### src/rtl/threshold_persist_pkg.sv
// Shared types and width helpers for the threshold persistence detector.
package threshold_persist_pkg;

  typedef enum logic [1:0] {
    IDLE   = 2'b00,
    ARM    = 2'b01,
    ACTIVE = 2'b10,
    REL    = 2'b11
  } state_e;

  // Bits needed to hold a count of 0..n.
  function automatic int pop_width(input int n);
    return $clog2(n + 1);
  endfunction

endpackage

### src/rtl/threshold_persist_detector_popcount.sv
// Combinational popcount of N bits built as a balanced binary adder tree.
module popcount_n
  import threshold_persist_pkg::*;
#(
  parameter int N = 3,
  localparam int CW = pop_width(N)
) (
  input  logic [N-1:0]  in_bits,
  output logic [CW-1:0] count
);

  localparam int LEVELS = (N > 1) ? $clog2(N) : 1;
  localparam int NP     = 1 << LEVELS;

  // Level 0 holds the zero-padded leaves; each later level halves the width.
  for (genvar gl = 0; gl <= LEVELS; gl++) begin : g_lvl
    localparam int W = NP >> gl;
    logic [CW-1:0] sum [W];
    if (gl == 0) begin : g_leaf
      for (genvar gi = 0; gi < W; gi++) begin : g_bit
        if (gi < N) begin : g_used
          assign sum[gi] = CW'(in_bits[gi]);
        end else begin : g_pad
          assign sum[gi] = '0;
        end
      end
    end else begin : g_add
      for (genvar gi = 0; gi < W; gi++) begin : g_node
        assign sum[gi] = g_lvl[gl-1].sum[2*gi] + g_lvl[gl-1].sum[2*gi+1];
      end
    end
  end

  assign count = g_lvl[LEVELS].sum[0];

endmodule

### src/rtl/threshold_persist_detector.sv
// Debounced N-input threshold detector with rise pulse and saturating event counter.
// Build option: define THRESHOLD_PERSIST_STICKY_EN to latch ACTIVE until clr/reset.
module threshold_persist_detector
  import threshold_persist_pkg::*;
#(
  parameter int N_IN   = 3,
  parameter int THRESH = 2,
  parameter int HOLD   = 2,
  parameter int CNT_W  = 8,
  localparam int POP_W = pop_width(N_IN)
) (
  input  logic             clk,
  input  logic             rst_n,
  input  logic             clr,
  input  logic             in_val,
  input  logic [N_IN-1:0]  in_bits,
  output logic             out,
  output logic             rise,
  output logic [POP_W-1:0] pop,
  output logic [CNT_W-1:0] event_count
);

  localparam int RUN_W = $clog2(HOLD + 1);
  localparam logic [RUN_W-1:0] HOLD_R   = RUN_W'(HOLD);
  localparam logic [POP_W-1:0] THRESH_R = POP_W'(THRESH);

  state_e           state_q, state_d;
  logic [RUN_W-1:0] run_q, run_d;
  logic             out_q, out_d;
  logic             rise_q, rise_d;
  logic [POP_W-1:0] pop_q, pop_d;
  logic [CNT_W-1:0] event_count_q, event_count_d;

  logic [POP_W-1:0] pop_now;
  logic             hit;
  logic [RUN_W-1:0] run_inc;

  popcount_n #(.N(N_IN)) u_popcount (
    .in_bits (in_bits),
    .count   (pop_now)
  );

  assign hit     = (pop_now >= THRESH_R);
  assign run_inc = run_q + 1'b1;

  always_comb begin
    state_d       = state_q;
    run_d         = run_q;
    rise_d        = 1'b0;
    pop_d         = pop_q;
    event_count_d = event_count_q;

    if (clr) begin
      state_d       = IDLE;
      run_d         = '0;
      event_count_d = '0;
    end else if (in_val) begin
      pop_d = pop_now;
      case (state_q)
        IDLE: begin
          if (hit) begin
            if (HOLD == 1) begin
              state_d = ACTIVE;
              rise_d  = 1'b1;
            end else begin
              state_d = ARM;
              run_d   = RUN_W'(1);
            end
          end
        end
        ARM: begin
          if (hit) begin
            if (run_inc == HOLD_R) begin
              state_d = ACTIVE;
              run_d   = '0;
              rise_d  = 1'b1;
            end else begin
              run_d = run_inc;
            end
          end else begin
            state_d = IDLE;
            run_d   = '0;
          end
        end
        ACTIVE: begin
`ifdef THRESHOLD_PERSIST_STICKY_EN
          state_d = ACTIVE;
`else
          if (!hit) begin
            if (HOLD == 1) begin
              state_d = IDLE;
            end else begin
              state_d = REL;
              run_d   = RUN_W'(1);
            end
          end
`endif
        end
        REL: begin
          if (hit) begin
            state_d = ACTIVE;
            run_d   = '0;
          end else if (run_inc == HOLD_R) begin
            state_d = IDLE;
            run_d   = '0;
          end else begin
            run_d = run_inc;
          end
        end
        default: begin
          state_d = IDLE;
          run_d   = '0;
        end
      endcase

      // Saturate rather than wrap so a stuck-busy input never looks quiet.
      if (rise_d && (event_count_q != {CNT_W{1'b1}})) begin
        event_count_d = event_count_q + 1'b1;
      end
    end

    out_d = (state_d == ACTIVE) || (state_d == REL);
  end

  always_ff @(posedge clk or negedge rst_n) begin
    if (!rst_n) begin
      state_q       <= IDLE;
      run_q         <= '0;
      out_q         <= 1'b0;
      rise_q        <= 1'b0;
      pop_q         <= '0;
      event_count_q <= '0;
    end else begin
      state_q       <= state_d;
      run_q         <= run_d;
      out_q         <= out_d;
      rise_q        <= rise_d;
      pop_q         <= pop_d;
      event_count_q <= event_count_d;
    end
  end

  assign out         = out_q;
  assign rise        = rise_q;
  assign pop         = pop_q;
  assign event_count = event_count_q;

endmodule

### config.mk
export PLATFORM = sky130hd
export DESIGN_NAME = threshold_persist_detector
export DESIGN_NICKNAME = d
export VERILOG_FILES = /design/src/rtl/threshold_persist_pkg.sv /design/src/rtl/threshold_persist_detector_popcount.sv /design/src/rtl/threshold_persist_detector.sv
export SDC_FILE = /design/constraint.sdc
export NUM_CORES = 1
export LEC_CHECK = 0
export ABC_AREA = 1
export CAP_MARGIN = 10
export CORE_MARGIN = 4
export CORE_UTILIZATION = 45
export DETAILED_ROUTE_END_ITERATION = 6
export PLACE_DENSITY = 0.72
export SLEW_MARGIN = 10
export SYNTH_ARGS = -nofsm -noshare
export SYNTH_HDL_FRONTEND = slang
export SYNTH_SLANG_ARGS = --single-unit
### constraint.sdc
create_clock -name clk -period 3.62 [get_ports clk]
set_input_delay 0.905 -clock clk [delete_from_list [all_inputs] [get_ports clk]]
set_output_delay 0.905 -clock clk [all_outputs]
set_load 0.005 [all_outputs]
---- Word-level counts from Yosys, hierarchy flattened ----
Cells that the tools add are included.
storage, ports and cells
  logic and storage cells ................. 56
  flip-flop bits (word level) ............. 16
  input bits .............................. 7
cells by class
  bitwise logic cells ..................... 1
  add/sub/neg operators ................... 4
  multiplexer cells ....................... 27
  order comparisons ....................... 1
  equality and inequality tests ........... 9
  reductions and logical operators ........ 8
operator list
  kind                                                                    count
  2-bit two-way mux                                                       15
  8-bit two-way mux                                                       3
  2-bit one-hot mux with 4 select lines                                   2
  2-bit equality test (second input constant)                             5
  8-bit by 1-bit adder with 8-bit output (second input constant)          1
  8-bit inequality test (second input constant)                           1
  1-bit two-way mux                                                       7
  3-bit inequality test (second input constant)                           2
  2-bit AND reduction                                                     2
  2-bit nonzero test                                                      2
  3-bit AND reduction                                                     1
  1-bit by 1-bit adder with 2-bit output                                  1
  2-bit by 1-bit adder with 2-bit output                                  1
  2-bit by 1-bit adder with 2-bit output (second input constant)          1
  2-bit by 1-bit equality test with 1-bit output (second input constant)  1
  2-bit >= comparator (second input constant)                             1
  2-bit logical NOT                                                       1
  1-bit logical AND                                                       1
  1-bit logical OR                                                        1
  1-bit inverter                                                          1

---- Longest topological paths before layout ----
Gate-level depths: netlist of run 1.
  word-level depth ........................ 11
  mapped depth ............................ 9
  mapped depth without buffers ............ 9

---- By module ----
From an unflattened synthesis of run 1, not the netlist that was laid out.
second synthesis, totals
  cell total of the unflattened synthesis .. 117
  area total of the unflattened synthesis .. 919.6 µm²
by module, submodules not included
  module                      area each (µm²)  sequential area each (µm²)  cells each  times used
  threshold_persist_detector  899.6            400.4                       116         1
  popcount_n                  20.0             0.0                         1           1

---- Least setup slack after synthesis of run 1 ----
Ideal clock, no wire load.
  kind .................................... input -> register
  from .................................... input in_bits[0]
  to ...................................... register event_count_q[7] (netlist: event_count[7])
  stages on the path ...................... 7
  library setup time ...................... 0.117 ns
  setup slack ............................. 1.726 ns
  data arrival time ....................... 1.777 ns
  required time ........................... 3.503 ns
  cells stage by stage .................... fa_1 nand2_1 nor2_2 nand2_4 nand2_4 nand2_1 nand2_1
between the ends
  longest elaborated chain between the ends .. 10
RTL lines
  item                                    RTL line                                   RTL
  from (decl)                             threshold_persist_detector.sv:16           input logic [N_IN-1:0] in_bits,
  1-bit by 1-bit adder with 2-bit output  threshold_persist_detector_popcount.sv:29  assign sum[gi] = g_lvl[gl-1].sum[2*gi] + g_lvl[gl-1].sum[2*gi+1];
  2-bit by 1-bit adder with 2-bit output  threshold_persist_detector_popcount.sv:29
  2-bit >= comparator                     threshold_persist_detector.sv:43           assign hit = (pop_now >= THRESH_R);
  1-bit two-way mux                       threshold_persist_detector.sv:72           if (hit) begin
  1-bit two-way mux                       threshold_persist_detector.sv:59           case (state_q)
  1-bit two-way mux                       threshold_persist_detector.sv:57           end else if (in_val) begin
  1-bit two-way mux                       threshold_persist_detector.sv:53           if (clr) begin
  1-bit logical AND                       threshold_persist_detector.sv:117          if (rise_d && (event_count_q != {CNT_W{1'b1}})) begin
  2-bit nonzero test (no line)            --
  2-bit AND reduction (no line)           --
  to (signal assigned)                    threshold_persist_detector.sv:139          event_count_q <= event_count_d;
  to (decl)                               threshold_persist_detector.sv:32           logic [CNT_W-1:0] event_count_q, event_count_d;
Every way passes these cells. The select of a mux whose other input is x is not followed.
A chain may end at the register's enable or synchronous reset.

---- Worst setup path after layout of run 1 ----
  from .................................... register event_count_q[3] (netlist: event_count[3])
  to ...................................... output event_count[3]
RTL lines
  item       RTL line                          RTL
  to (decl)  threshold_persist_detector.sv:20  output logic [CNT_W-1:0] event_count
No word-level cell between the ends.

==> flow_metrics.py, run 1 <==
metrics = {
    "outcome": {
        "status": "complete, no violations",
    },
    "grt": {
        "grt_max_degree": 17,
        "grt_pass1_wl_mm": 3.249,
        "antenna_found_initial": 0,
        "grt_pass1_vias": 750,
        "grtUsageTotal_pct": 16.07,
        "grt_overflow": 0,
    },
    "worst_setup_path": {
        "crit_path_end": "event_count[3]",
        "path_cells": "clkdlybuf4s50_1",
        "rr_startpoint": "event_count[0]",
        "cp_slowest_cell": "clkdlybuf4s50_1",
        "worstPathRequired_ns": 2.71,
        "cp.arrival_ns": 1.31,
        "end_kind": "output port",
        "critPathMaxFanout": 7,
        "r2r_slack_ns": 2.20,
        "max_stage_delay_ns": 0.55,
        "startpoint_type": "flip-flop",
        "cpLargestDelayFamily": "buffers and inverters",
        "critPathKind": "flip-flop to output port",
        "crit_path_start": "event_count[3]",
        "path_buf_inv": 1,
        "rr_worst_depth": 8,
        "timing.rr.end": "event_count[7]",
        "worstSetupPathDepth": 1,
    },
    "yosys": {
        "synth_cell_types": 18,
        "synth_top_area_share_pct": 43.72,
        "synth_area_leaders": "dfrtp_1 44%, nand2_1 16%, nand3_1 11%, nor2_1 6.1%, inv_1 5.3%",
        "ys_seq_area_share_pct": 43.72,
        "ys_top_cells_by_count": "40 x nand2_1, 20 x nand3_1, 16 x dfrtp_1",
        "ys_ff_latch": 16,
        "netlist_area_um2": 915.9,
        "yosys_warnings": 0,
        "syn_avg_cell_area_um2": 7.446,
        "synth-edff-count": 0,
        "synth_ff_type": "dfrtp_1",
        "yosysMostFrequentCell": "nand2_1",
        "syn-num-nets": 132,
        "synth_cells": 123,
        "synth_top_area_cell": "dfrtp_1",
        "synthArstFlopShare_pct": 100.0,
    },
    "drt": {
        "first_pass_iters": 4,
        "viasPerCell": 4.635,
        "drc": 0,
        "drt-total-wl_mm": 1.783,
        "avgRoutedWirePerCell_um": 10.49,
        "first_iter_violations": 16,
        "antenna_left": 0,
        "routed-via-count": 788,
    },
    "clock_tree": {
        "cts_hold_buf": 0,
        "cts_buffers": 3,
        "postCtsResizedCells": 0,
        "cts_buffer_depth": 2,
        "cts_sinks": 16,
        "cts_tree": "done",
        "post_cts_buffers": 0,
        "clk_pin_slew_ns": 0.09,
        "ctsHtreeMaxLevel": 1,
        "root_buffer": "clkbuf_4",
        "clkLatencyLatePin_ns": 0.28,
    },
    "finish": {
        "drive_above_1_share_pct": 7.692,
        "fin_area_um2": 1147,
        "finalNetCount": 154,
        "syn2layout_area_growth_pct": 25.27,
        "n_antenna_cell": 0,
        "fin_util_pct": 59.09,
    },
    "sta": {
        "worst_pin_slew_ns": 0.7036,
        "slew_headroom_pct": 52.95,
        "fin_setup_tns_ns": 0,
        "setup_ws_ns": 1.404,
        "whs_ns": 0.4759,
        "drv_slew": 0,
        "period_share_pct": 61.21,
        "fmax_mhz": 451.3,
        "skew_ns": 0.0003123,
        "hold_violations": 0,
        "fin_crit_ns": 2.216,
        "setup_violations": 0,
        "rsz0062_at_grt": "no",
    },
    "die": {
        "initial_core_util_pct": 47.16,
        "fp.coreArea_um2": 1942,
        "rows": 16,
        "io_pins": 19,
        "dieArea_um2": 2821,
        "die_h_um": 53.12,
        "die_x_um": 53.12,
    },
    "placed_design": {
        "pre_cts_slack_ns": 1.174,
        "gp_congestion": 0.8817,
        "dpl-instance-area_um2": 1125,
        "numPortBuffers": 18,
        "post-dp-hpwl_mm": 1.397,
    },
    "power_and_ir_drop": {
        "vdd.ir_drop.worst_mv": 0.1805,
        "p_leak_nw": 0.5783,
        "power_per_cell_area_nw_per_um2": 276.8,
    },
    "flow_run": {
        "maxCapViolations": 0,
    },
    "hold_path": {
        "min_from": "pop[0]",
        "hold_class": "flip-flop to flip-flop",
    },
}
[placed cells by master, fill, tap and decap left out]
cell type	instances
clkbuf_4	3
clkdlybuf4s50_1	18
dfrtp_1	16
fa_1	1
ha_1	1
inv_1	13
nand2_1	40
nand2_4	3
nand3_1	20
nand3_2	1
nand3b_1	1
nand4_1	1
nor2_1	15
nor2_2	3
nor2_4	1
nor3_1	3
o21ai_0	1
o22ai_1	1
xor2_1	1
[cell type report]
class                   instances  area [um^2]
inverters                      13        48.80
fillers                       190        794.5
repair buffers                 18        180.2
clock buffers                   3        22.52
well taps                      27        33.78
flip-flops and latches         16        400.4
multi-input cells              93        461.7
[how the worst min path moves through the flow]
stage,to,cells past startpoint,slack (ns)
after global routing,run_q[1],2,0.53
final,pop[0],2,0.48
after detailed placement,pop[0],2,0.46
after global placement,pop[0],2,0.45
after floorplan,run_q[1],2,0.46
after CTS,pop[0],2,0.48
[per-stage QoR]
step	power [W]	cells
floorplan	0.0002089	123
global placement	0.0002313	167
detailed placement	0.0002318	167
CTS	0.0003250	170
global route	0.0003399	170
finish	0.0003176	170
[sequential cells by signal, summed over array words and instances (netlist names)]
register,cells
state_q,2
run_q,2
pop,2
rise,1
out,1
event_count,8
[cell families (layout without fill, tap and decap cells)]
| group | after synthesis | after routing | synth area share (%) |
|---|---|---|---|
| XOR/XNOR | 1 | 1 | 0.9565 |
| AO/OA/AOI/OAI | 2 | 2 | 1.229 |
| AND/OR/NAND/NOR | 88 | 88 | 44.67 |
| flip-flops | 16 | 16 | 43.72 |
| adder cells (fa/ha/maj) | 2 | 2 | 3.552 |
| buffers and inverters | 14 | 34 | 5.874 |
[worst reg2reg max path: stages, from the launching register on]
cell	delay, ns
dfrtp_1	0.42
ha_1	0.20
nand2_1	0.15
nor2_4	0.17
nand2_4	0.07
nand2_4	0.13
nand2_4	0.06
nand2_1	0.08
nand2_1	0.05
[power by group]
part / leakage, nW / internal [W] / switching (W)
Sequential: 0.219 / 0.000184 / 0.00000300
Combinational: 0.346 / 0.0000192 / 0.0000215
Clock: 0.0138 / 0.0000385 / 0.0000512
Total: 0.578 / 0.000242 / 0.0000757
[metal layers]
layer	track usage [%]	routed length [um]	up-vias
li1	-	-	431
met1	21.99	899	344
met2	23.97	810	9
met3	2.535	38	4
met4	8.936	34	0
met5	0	0	-
Power figures use the tool's default switching activity.
==> inputs of run 2 (changes only) <==
CORE_UTILIZATION = 44   (was 45)
PLACE_DENSITY = 0.73   (was 0.72)
clock period = 1.79 ns   (was 3.62 ns; I/O delays follow)
==> run 2 against run 1 <==
Register-to-register slack got worse by 1.8 ns; worst hold slack lost 0.0098 ns; sequential share of layout area down 2.0 points; non-clock buffer count grew 6; final cell count is 4.1% higher; global-route usage is 1.2 points higher; worst setup slack worse by 1.3 ns; sequential power grew 100%; largest power group unchanged; critical path type unchanged.
==> flow_metrics.py, run 2 (synthesis gave the netlist of run 1 again) <==
metrics = {
    "outcome": {
        "status": "complete, no violations",
    },
    "sta": {
        "hold_violations": 0,
        "period_share_pct": 96.97,
        "fin_setup_tns_ns": 0,
        "fin_crit_ns": 1.736,
        "rsz0062_at_grt": "no",
        "worst_pin_slew_ns": 0.2299,
        "drv_slew": 0,
        "skew_ns": 0.008689,
        "slew_headroom_pct": 84.62,
        "fmax_mhz": 576.1,
        "setup_violations": 0,
    },
    "clock_tree": {
        "ctsHtreeMaxLevel": 1,
        "cts_sinks": 16,
        "clkLatencyLatePin_ns": 0.29,
        "cts_buffers": 3,
        "root_buffer": "clkbuf_4",
        "cts_tree": "done",
        "clk_pin_slew_ns": 0.10,
        "cts_hold_buf": 0,
        "cts_buffer_depth": 2,
    },
    "worst_setup_path": {
        "r2r_slack_ns": 0.39,
        "cpLargestDelayFamily": "buffers and inverters",
        "cp_slowest_cell": "clkdlybuf4s50_1",
        "timing.rr.end": "event_count[3]",
        "cp.arrival_ns": 1.29,
        "rr_worst_depth": 8,
        "critPathKind": "flip-flop to output port",
        "end_kind": "output port",
        "rr_startpoint": "event_count[0]",
        "max_stage_delay_ns": 0.54,
        "path_cells": "clkdlybuf4s50_1",
        "worstPathRequired_ns": 1.34,
        "startpoint_type": "flip-flop",
        "critPathMaxFanout": 6,
        "path_buf_inv": 1,
    },
    "drt": {
        "antenna_left": 0,
        "first_iter_violations": 12,
        "first_pass_iters": 4,
        "drc": 0,
        "drt-total-wl_mm": 2.053,
        "avgRoutedWirePerCell_um": 11.60,
        "routed-via-count": 863,
        "viasPerCell": 4.876,
    },
    "placed_design": {
        "numPortBuffers": 18,
        "dpl-instance-area_um2": 1182,
        "gp_congestion": 0.8392,
        "post-dp-hpwl_mm": 1.584,
    },
    "grt": {
        "use_met1_pct": 19.28,
        "use_met3_pct": 3.047,
        "grt_busiest_layer": "met2",
        "antenna_found_initial": 0,
        "grt_max_degree": 17,
        "use_met2_pct": 31.63,
        "grt_overflow": 0,
        "grt_pass1_wl_mm": 3.574,
        "grtUsageTotal_pct": 17.26,
        "grt_pass1_vias": 841,
    },
    "die": {
        "io_pins": 19,
        "die_x_um": 53.63,
        "dieArea_um2": 2876,
        "initial_core_util_pct": 46.68,
        "fp.coreArea_um2": 1962,
        "rows": 16,
        "die_h_um": 53.63,
    },
    "power_and_ir_drop": {
        "sequentialPowerShare_pct": 52.7,
        "finalPower_w": 0.0007205,
        "p_sw_w": 0.0001743,
        "vdd.ir_drop.worst_mv": 0.3736,
        "combPwrFrac_pct": 13.4,
        "power_frac_clock_pct": 33.9,
        "p_leak_nw": 0.6152,
        "power_per_cell_area_nw_per_um2": 588.8,
        "p_int_w": 0.0005462,
        "switching_share_pct": 24.19,
    },
    "hold_path": {
        "hold_class": "input pin to asynchronous set/reset pin",
    },
    "flow_run": {
        "maxCapViolations": 0,
    },
    "finish": {
        "drive_above_1_share_pct": 14.00,
        "n_antenna_cell": 0,
        "final_common_cell": "nand2_1",
        "layout_common_cells": "39 x nand2_1, 20 x nand3_1, 18 x clkdlybuf4s50_1",
        "nFillCells": 185,
        "fin_area_um2": 1224,
        "finalNetCount": 160,
        "largest_reg_flops": 8,
        "syn2layout_area_growth_pct": 33.61,
    },
}
## run 2: cell types whose count changed in the layout (fill, tap and decap cells not counted)
cell	before	now
dfrtp_2	0	2
nand2_2	0	1
buf_12	0	1
buf_4	0	5
nand2_1	40	39
clkbuf_8	0	1
dfrtp_1	16	14
## run 2: power by group through the flow
stage | sequential [W] | combinational (W) | clock, W
floorplan | 0.000387 | 0.0000359 | 0
global placement | 0.000386 | 0.0000948 | 0
detailed placement | 0.000387 | 0.0000973 | 0
CTS | 0.000380 | 0.0000978 | 0.000251
global route | 0.000381 | 0.000110 | 0.000268
finish | 0.000380 | 0.0000966 | 0.000244
## run 2: layout make-up
| class | instances | area [um^2] | area share (%) |
|---|---|---|---|
| Timing Repair Buffer | 24 | 237.7 | 19.43 |
| Sequential cell | 16 | 402.9 | 32.92 |
| Multi-Input combinational cell | 93 | 464.2 | 37.93 |
| Inverter | 13 | 48.80 | 3.988 |
| Clock buffer | 4 | 36.28 | 2.965 |
| Tap cell | 27 | 33.78 | 2.761 |
## run 2: layer usage
layer	vias to the layer above	routed length (um)
met5	-	0
met4	0	31
met3	4	84
met2	14	1042
met1	399	894
li1	446	-
## run 2: through the flow
stage | instances | util [%] | hold WS, ns | setup WS [ns]
after floorplan | 123 | - | 0.1519 | 0.3535
after global routing | 177 | 62.37 | 0.4892 | 0.001745
after detailed placement | 173 | 60.27 | 0.4758 | -0.2032
final | 177 | 62.37 | 0.4661 | 0.05430
after CTS | 177 | 62.12 | 0.4721 | 0.01089
after global placement | 173 | 60.27 | 0.4555 | -0.1650
## run 2: timing repair
action / in CTS / in global routing
gates resized for setup: 0 / 3
endpoints found under the setup margin: 0 / 3
setup buffers: 0 / 0
## run 2: how the worst max path moves through the flow
stage | startpoint | to | slack (ns) | cells after the start
floorplan | in_bits[0] | event_count[7] | 0.35 | 7
global placement | in_bits[0] | event_count[4] | -0.17 | 8
detailed placement | in_bits[0] | event_count[3] | -0.20 | 8
CTS | event_count[3] | event_count[3] | 0.01 | 1
global route | event_count[6] | event_count[6] | 0.002 | 1
finish | event_count[6] | event_count[6] | 0.05 | 1
